`src/rtl/eth_pkg.sv`:
```
// eth_pkg: constants and state encoding shared by the Ethernet CRC32 RX checker
// and the TX generator.
//   CRC32_INIT    : register value loaded on the first byte of a frame
//   CRC32_RESIDUE : register value left after a frame with a correct FCS
//   CRC32_POLY    : IEEE 802.3 polynomial in MSB-first form
//   rx_state_e    : RX framing state (IDLE between frames, RECV inside one)
package eth_pkg;

  localparam logic [31:0] CRC32_INIT    = 32'hFFFF_FFFF;
  localparam logic [31:0] CRC32_RESIDUE = 32'hC704_DD7B;
  localparam logic [31:0] CRC32_POLY    = 32'h04C1_1DB7;

  typedef enum logic [0:0] {
    IDLE = 1'b0,
    RECV = 1'b1
  } rx_state_e;

endpackage

```
`src/rtl/crc32_d8_step.sv`:
```
// crc32_d8_step: one byte of the Ethernet CRC32, purely combinational.
// The register is kept MSB-first. Each data byte enters in wire order,
// bit 0 first. No final inversion is applied.
// Ports:
//   crc_in  [31:0] in  : current CRC register
//   data_in [7:0]  in  : byte in wire order (bit 0 transmitted first)
//   crc_out [31:0] out : register after absorbing data_in
module crc32_d8_step
  import eth_pkg::*;
(
  input  logic [31:0] crc_in,
  input  logic [7:0]  data_in,
  output logic [31:0] crc_out
);

  logic [31:0] crc_v;

  // Bit-serial LFSR unrolled over the 8 bits of the byte, LSB first.
  always_comb begin
    crc_v = crc_in;
    for (int i = 0; i < 8; i++) begin
      if (crc_v[31] ^ data_in[i]) begin
        crc_v = {crc_v[30:0], 1'b0} ^ CRC32_POLY;
      end else begin
        crc_v = {crc_v[30:0], 1'b0};
      end
    end
    crc_out = crc_v;
  end

endmodule

```
`src/rtl/eth_rx_crc_check.sv`:
```
// eth_rx_crc_check: checks the Ethernet FCS of an RX byte stream. It removes the
// 4 FCS bytes, forwards the payload with an end-of-frame good/bad flag, and
// reports the length and CRC status of each frame.
// Parameters: MIN_LEN / MAX_LEN are the legal frame lengths in bytes, FCS included.
// Ports:
//   clk, rst                      : clock, synchronous active-high reset
//   rx_vld/rx_sof/rx_eof/rx_data  : input byte stream from the deframer
//   out_vld/out_sof/out_eof       : payload stream, 4 bytes behind the input
//   out_err/out_data              : bad-frame flag on the eof beat, payload byte
//   chk_done                      : one-cycle pulse when the frame status below is updated
//   chk_ok/chk_err_crc/chk_err_len: status flags, held until the next chk_done
//   frame_len                     : frame length incl. FCS, saturating, held
// Optional: define RX_CRC_STATS_EN to add the stat_good/stat_bad frame counters.
module eth_rx_crc_check
  import eth_pkg::*;
#(
  parameter int MIN_LEN = 64,
  parameter int MAX_LEN = 1522
) (
  input  logic        clk,
  input  logic        rst,
  input  logic        rx_vld,
  input  logic        rx_sof,
  input  logic        rx_eof,
  input  logic [7:0]  rx_data,
  output logic        out_vld,
  output logic        out_sof,
  output logic        out_eof,
  output logic        out_err,
  output logic [7:0]  out_data,
  output logic        chk_done,
  output logic        chk_ok,
  output logic        chk_err_crc,
  output logic        chk_err_len,
  output logic [15:0] frame_len
`ifdef RX_CRC_STATS_EN
  ,
  output logic [31:0] stat_good,
  output logic [31:0] stat_bad
`endif
);

  localparam logic [15:0] MIN_LEN_C = 16'(MIN_LEN);
  localparam logic [15:0] MAX_LEN_C = 16'(MAX_LEN);

  rx_state_e        state_r, state_s;
  logic [31:0]      crc_r, crc_s;
  logic [3:0][7:0]  dly_r, dly_s;      // [3] is the oldest byte
  logic [15:0]      cnt_r, cnt_s;      // bytes of the current frame seen so far
  logic             pay_r, pay_s;      // at least one payload byte already forwarded
  logic [15:0]      cnt_inc_s;
  logic [31:0]      step_in_s, step_out_s;
  logic             good_s, len_bad_s;
  logic             out_vld_s, out_sof_s, out_eof_s, out_err_s;
  logic [7:0]       out_data_s;
  logic             chk_done_s, chk_ok_s, chk_err_crc_s, chk_err_len_s;
  logic [15:0]      frame_len_s;

  // A start-of-frame byte always restarts the CRC from the initial value.
  assign step_in_s = rx_sof ? CRC32_INIT : crc_r;

  crc32_d8_step u_step (
    .crc_in  (step_in_s),
    .data_in (rx_data),
    .crc_out (step_out_s)
  );

  assign good_s    = (step_out_s == CRC32_RESIDUE);
  assign cnt_inc_s = (cnt_r == 16'hFFFF) ? cnt_r : (cnt_r + 16'd1);
  // Frames of 4 bytes or fewer carry no payload. They are always a length error.
  assign len_bad_s = (cnt_inc_s < MIN_LEN_C) | (cnt_inc_s > MAX_LEN_C) |
                     (cnt_inc_s <= 16'd4);

  // Next-state, datapath and output decode for each accepted input byte.
  always_comb begin
    state_s       = state_r;
    crc_s         = crc_r;
    dly_s         = dly_r;
    cnt_s         = cnt_r;
    pay_s         = pay_r;
    out_vld_s     = 1'b0;
    out_sof_s     = 1'b0;
    out_eof_s     = 1'b0;
    out_err_s     = 1'b0;
    out_data_s    = 8'h00;
    chk_done_s    = 1'b0;
    chk_ok_s      = chk_ok;
    chk_err_crc_s = chk_err_crc;
    chk_err_len_s = chk_err_len;
    frame_len_s   = frame_len;
    if (rx_vld && rx_sof) begin
      if (state_r == RECV) begin
        // Abort: close the interrupted frame. If it already emitted payload,
        // send a terminating error beat.
        chk_done_s    = 1'b1;
        chk_ok_s      = 1'b0;
        chk_err_crc_s = 1'b0;
        chk_err_len_s = 1'b1;
        frame_len_s   = cnt_r;
        if (pay_r) begin
          out_vld_s = 1'b1;
          out_eof_s = 1'b1;
          out_err_s = 1'b1;
        end else begin
          out_vld_s = 1'b0;
        end
      end else begin
        chk_done_s = 1'b0;
      end
      crc_s = step_out_s;
      dly_s = {dly_r[2:0], rx_data};
      cnt_s = 16'd1;
      pay_s = 1'b0;
      if (rx_eof) begin
        // Single-byte frame: always a runt, and it produces no output beats.
        state_s       = IDLE;
        chk_done_s    = 1'b1;
        chk_ok_s      = 1'b0;
        chk_err_crc_s = ~good_s;
        chk_err_len_s = 1'b1;
        frame_len_s   = 16'd1;
      end else begin
        state_s = RECV;
      end
    end else if (rx_vld && (state_r == RECV)) begin
      crc_s = step_out_s;
      dly_s = {dly_r[2:0], rx_data};
      cnt_s = cnt_inc_s;
      // From the 5th byte on, the oldest delayed byte is payload.
      if (cnt_r >= 16'd4) begin
        out_vld_s  = 1'b1;
        out_sof_s  = (cnt_r == 16'd4);
        out_data_s = dly_r[3];
        pay_s      = 1'b1;
      end else begin
        pay_s = pay_r;
      end
      if (rx_eof) begin
        state_s       = IDLE;
        chk_done_s    = 1'b1;
        chk_ok_s      = good_s & ~len_bad_s;
        chk_err_crc_s = ~good_s;
        chk_err_len_s = len_bad_s;
        frame_len_s   = cnt_inc_s;
        out_eof_s     = (cnt_r >= 16'd4);
        out_err_s     = (cnt_r >= 16'd4) & ~(good_s & ~len_bad_s);
      end else begin
        state_s = RECV;
      end
    end else begin
      state_s = state_r;
    end
  end

  // State, datapath and registered outputs.
  always_ff @(posedge clk) begin
    if (rst) begin
      state_r     <= IDLE;
      crc_r       <= CRC32_INIT;
      dly_r       <= '0;
      cnt_r       <= 16'd0;
      pay_r       <= 1'b0;
      out_vld     <= 1'b0;
      out_sof     <= 1'b0;
      out_eof     <= 1'b0;
      out_err     <= 1'b0;
      out_data    <= 8'h00;
      chk_done    <= 1'b0;
      chk_ok      <= 1'b0;
      chk_err_crc <= 1'b0;
      chk_err_len <= 1'b0;
      frame_len   <= 16'd0;
    end else begin
      state_r     <= state_s;
      crc_r       <= crc_s;
      dly_r       <= dly_s;
      cnt_r       <= cnt_s;
      pay_r       <= pay_s;
      out_vld     <= out_vld_s;
      out_sof     <= out_sof_s;
      out_eof     <= out_eof_s;
      out_err     <= out_err_s;
      out_data    <= out_data_s;
      chk_done    <= chk_done_s;
      chk_ok      <= chk_ok_s;
      chk_err_crc <= chk_err_crc_s;
      chk_err_len <= chk_err_len_s;
      frame_len   <= frame_len_s;
    end
  end

`ifdef RX_CRC_STATS_EN
  // Good/bad frame counters. They update together with chk_done and wrap at 2^32.
  always_ff @(posedge clk) begin
    if (rst) begin
      stat_good <= 32'd0;
      stat_bad  <= 32'd0;
    end else if (chk_done_s && chk_ok_s) begin
      stat_good <= stat_good + 32'd1;
    end else if (chk_done_s) begin
      stat_bad  <= stat_bad + 32'd1;
    end else begin
      stat_good <= stat_good;
    end
  end
`endif

endmodule
```
`config.mk`:
```
export PLATFORM = sky130hd
export DESIGN_NAME = eth_rx_crc_check
export DESIGN_NICKNAME = d
export VERILOG_FILES = /design/src/rtl/eth_pkg.sv /design/src/rtl/crc32_d8_step.sv /design/src/rtl/eth_rx_crc_check.sv
export SDC_FILE = /design/constraint.sdc
export NUM_CORES = 1
export LEC_CHECK = 0
export CORE_UTILIZATION = 58
export DETAILED_ROUTE_END_ITERATION = 10
export PLACE_DENSITY = 0.8
export SETUP_SLACK_MARGIN = 0.4
export SYNTH_ARGS = -nofsm -noshare
export SYNTH_HDL_FRONTEND = slang
export SYNTH_HIERARCHICAL = 1
export SYNTH_SLANG_ARGS = --single-unit
```
`constraint.sdc`:
```
create_clock -name clk -period 4 [get_ports clk]
set_input_delay 0.6 -clock clk [delete_from_list [all_inputs] [get_ports clk]]
set_output_delay 0.6 -clock clk [all_outputs]
set_load 0.02 [all_outputs]
```
==> out/results.ini <==
[yosys]
synthCells=713
synth-main-ff-cell=dfxtp_1
ys_warn_count=6
synth.avg_cell_area_um2=8.611
synth_top_family_by_area=simple AND/OR/NAND/NOR gates
synth_fa_ha_area_share_pct=0.5706
synth-edff-count=0
synth.area.mux_share_pct=0.3668
ys_seq_area_share_pct=37.17
synth-seq-cells=114
synth_cell_types=66
synthSimpleGateAreaFrac_pct=30.43
async_reset_ff_share_pct=0
synth_fp_nets=728
synth_xor_xnor_area_share_pct=18.06
syn_area_mm2=0.006140
synth_compound_area_share_pct=9.395

[clock_network]
cts_setup_buffers=0
cts-root-buf=clkbuf_8
postCtsHoldBufs=0
cts.path.max_buffers=2
clock_sinks=114
tritoncts.num_buffers=17
clk_pin_slew_ps=60
clock_latency_ps=540
post_cts_resized=0
htree_levels=4
tritoncts=done

[timing]
tightestPinTransition_ps=864.6
relSlewSlack_pct=42.23
drv_slew=0
finalHoldViolCount=0
rsz0062_at_grt=false
fin_setup_tns_ps=0
fin_crit_sh_pct=84.70
max_freq_ghz=0.2951
fin_crit_ps=3388
skew_ps=8.010
setup_violations=0

[layout]
final_cells=897
antenna_cells=0
drive_gt1_share_pct=16.03
final_nets=763
syn_to_final_growth_pct=20.32
post-route-cell-area_mm2=0.007387
n_fill_cell=786
register_area_mm2=0.002282
multi_input_area_mm2=0.003621

[global_routing]
grt_util_all_layers_pct=29.90
grt_pass1_vias=5169
grt_max_degree=54
antenna_found_initial=0
grt_overflow=0
grt_pass1_wl_um=25440

[power]
leakage_nw=2.854
powerDensity_mw_per_mm2=499.1
ir_drop_v=0.0005090
p_total_mw=3.687

[floorplan]
initial_utilization_pct=59.74
rows=37
dieHeight_um=104.9
die_w_um=104.9
ios=45
core_mm2=0.01028
die_area_mm2=0.01100

[detailed_routing]
routed_wl_um=15360
wl_per_cell_um=17.13
first_iter_violations=255
num_vias=5111
drcViolationCount=0
via_per_inst=5.698
drt_first_pass_iters=5
postRouteAntennaNets=0

[min_path]
holdCritStartpoint=dly_r[28]
hp-class=flop to flop

[critical_path]
cp.arrival_ps=3810
critPathLaunch=rx_sof
crit_type=input port to flop
endpoint_kind=flop
crit_fanout=29
crit_path_start_kind=input port
cp_data_required_time_ps=4420
worstReg2RegStart=crc_r[31]

[placement]
dp_hpwl_um=10480
place.gp.congestion=0.9002
dpl-instance-area_mm2=0.006719
port_buffers=44
placed_cells=865

[flow_run]
max_cap_violations=0

[status]
outcome=complete, no violations

path summary, 6_finish.rpt:
check / to / slack, ps / depth (start not counted)
worst max register to register: out_err / 1020 / 10
worst max-delay path: out_err / 610 / 13
worst min-delay path: dly_r[28] / 450 / 2
worst min register to register: dly_r[28] / 450 / 2
cell families after synthesis:
family / Yosys count
buffers and inverters: 59
AND/OR/NAND/NOR: 365
XOR/XNOR: 76
adder cells (fa/ha/maj): 3
multiplexers: 2
flip-flops: 114
AO/OA/AOI/OAI: 94
stage by stage:
step / utilization [%] / setup slack [ps] / hold WS, ps
5_1_grt: 71.88 / 457.6 / 464.9
3_5_place_dp: 65.38 / 117.5 / 444.0
4_1_cts: 71.88 / 648.0 / 452.1
3_3_place_gp: 65.38 / 139.8 / 438.7
6_report: 71.88 / 611.8 / 449.0
2_1_floorplan: - / 579.0 / 426.7
synthesized netlist by cell type (3+ instances only):
cell	n	share of area, %
nor2_1	49	3.0
xnor3_1	7	2.6
nand3b_1	37	4.5
a211oi_1	7	0.86
nand2_1	163	10
nor3b_1	4	0.49
xnor2_1	32	4.6
o21ai_0	11	0.90
inv_1	6	0.37
o211ai_1	4	0.49
buf_2	7	0.57
nand3_1	11	0.90
a21oi_1	48	3.9
nand4_1	7	0.71
o31a_1	3	0.43
dfxtp_1	114	37
xnor2_4	8	3.6
or2_2	32	3.3
nor4_1	5	0.51
clkbuf_1	41	2.5
xor3_1	8	3.1
and4_1	4	0.57
o31ai_1	3	0.37
xor2_1	14	2.0
nand4b_1	3	0.43
nor3_1	14	1.1
and3_1	3	0.31
xnor2_2	3	0.79
and2_1	12	1.2
a31oi_1	4	0.41
a311oi_1	4	0.57
power breakdown:
part	switching (mW)	total [mW]	internal (mW)	leakage (nW)
registers	0.0304	1.23	1.19	0.930
clock network	0.554	1.70	1.14	0.317
logic	0.387	0.763	0.377	1.61
total	0.971	3.69	2.72	2.85
flip-flops by register name, summed over array words and instances, names as in the netlist:
signal,flops
chk_ok,1
out_vld,1
chk_done,1
crc_r,32
out_err,1
pay_r,1
cnt_r,16
out_eof,1
out_data,8
state_r,1
out_sof,1
chk_err_crc,1
frame_len,16
chk_err_len,1
dly_r,32
worst max-delay path, cell delays in order:
cell and delay, ps:
clkdlybuf4s50_1 570, buf_4 300, or2_2 320, xnor2_2 290, buf_4 210, xnor3_1 250
xnor3_1 250, and4b_1 230, nand4_1 100, nor4_1 200, buf_4 170, nand2_1 50
o31a_1 270
area by class of cell:
class | instances | area share [%]
inverter | 6 | 0.3049
clock inverter | 11 | 2.693
sequential | 114 | 30.89
multi-input combinational | 540 | 49.02
tap | 136 | 2.304
timing repair buffer | 69 | 8.435
clock buffer | 21 | 6.352
layer usage:
layer | part of all wire (%) | wire length, um | track usage [%] | vias to the layer above
met5 | 0 | 0 | 0 | -
met2 | 52 | 7991 | 52.41 | 128
met3 | 4.3 | 662 | 6.800 | 39
met1 | 41 | 6240 | 34.21 | 2474
met4 | 3.1 | 469 | 14.69 | 0
li1 | - | - | - | 2470
layout by cell type, fill, tap and decap left out, types with 6 or more instances in the layout:
cell | synthesis | final
nand3b_1 | 37 | 37
xnor2_1 | 32 | 32
inv_1 | 6 | 6
clkdlybuf4s50_1 | 0 | 43
and2_1 | 12 | 12
o21ai_0 | 11 | 11
a211oi_1 | 7 | 7
buf_4 | 0 | 25
xor3_1 | 8 | 8
dfxtp_1 | 114 | 114
nor3_1 | 14 | 14
clkbuf_16 | 0 | 16
xnor3_1 | 7 | 7
a21oi_1 | 48 | 48
nand4_1 | 7 | 7
nand3_1 | 11 | 11
nand2_1 | 163 | 162
nor2_1 | 49 | 48
or2_2 | 32 | 32
xor2_1 | 14 | 14
xnor2_4 | 8 | 8
Power figures use the tool's default switching activity.
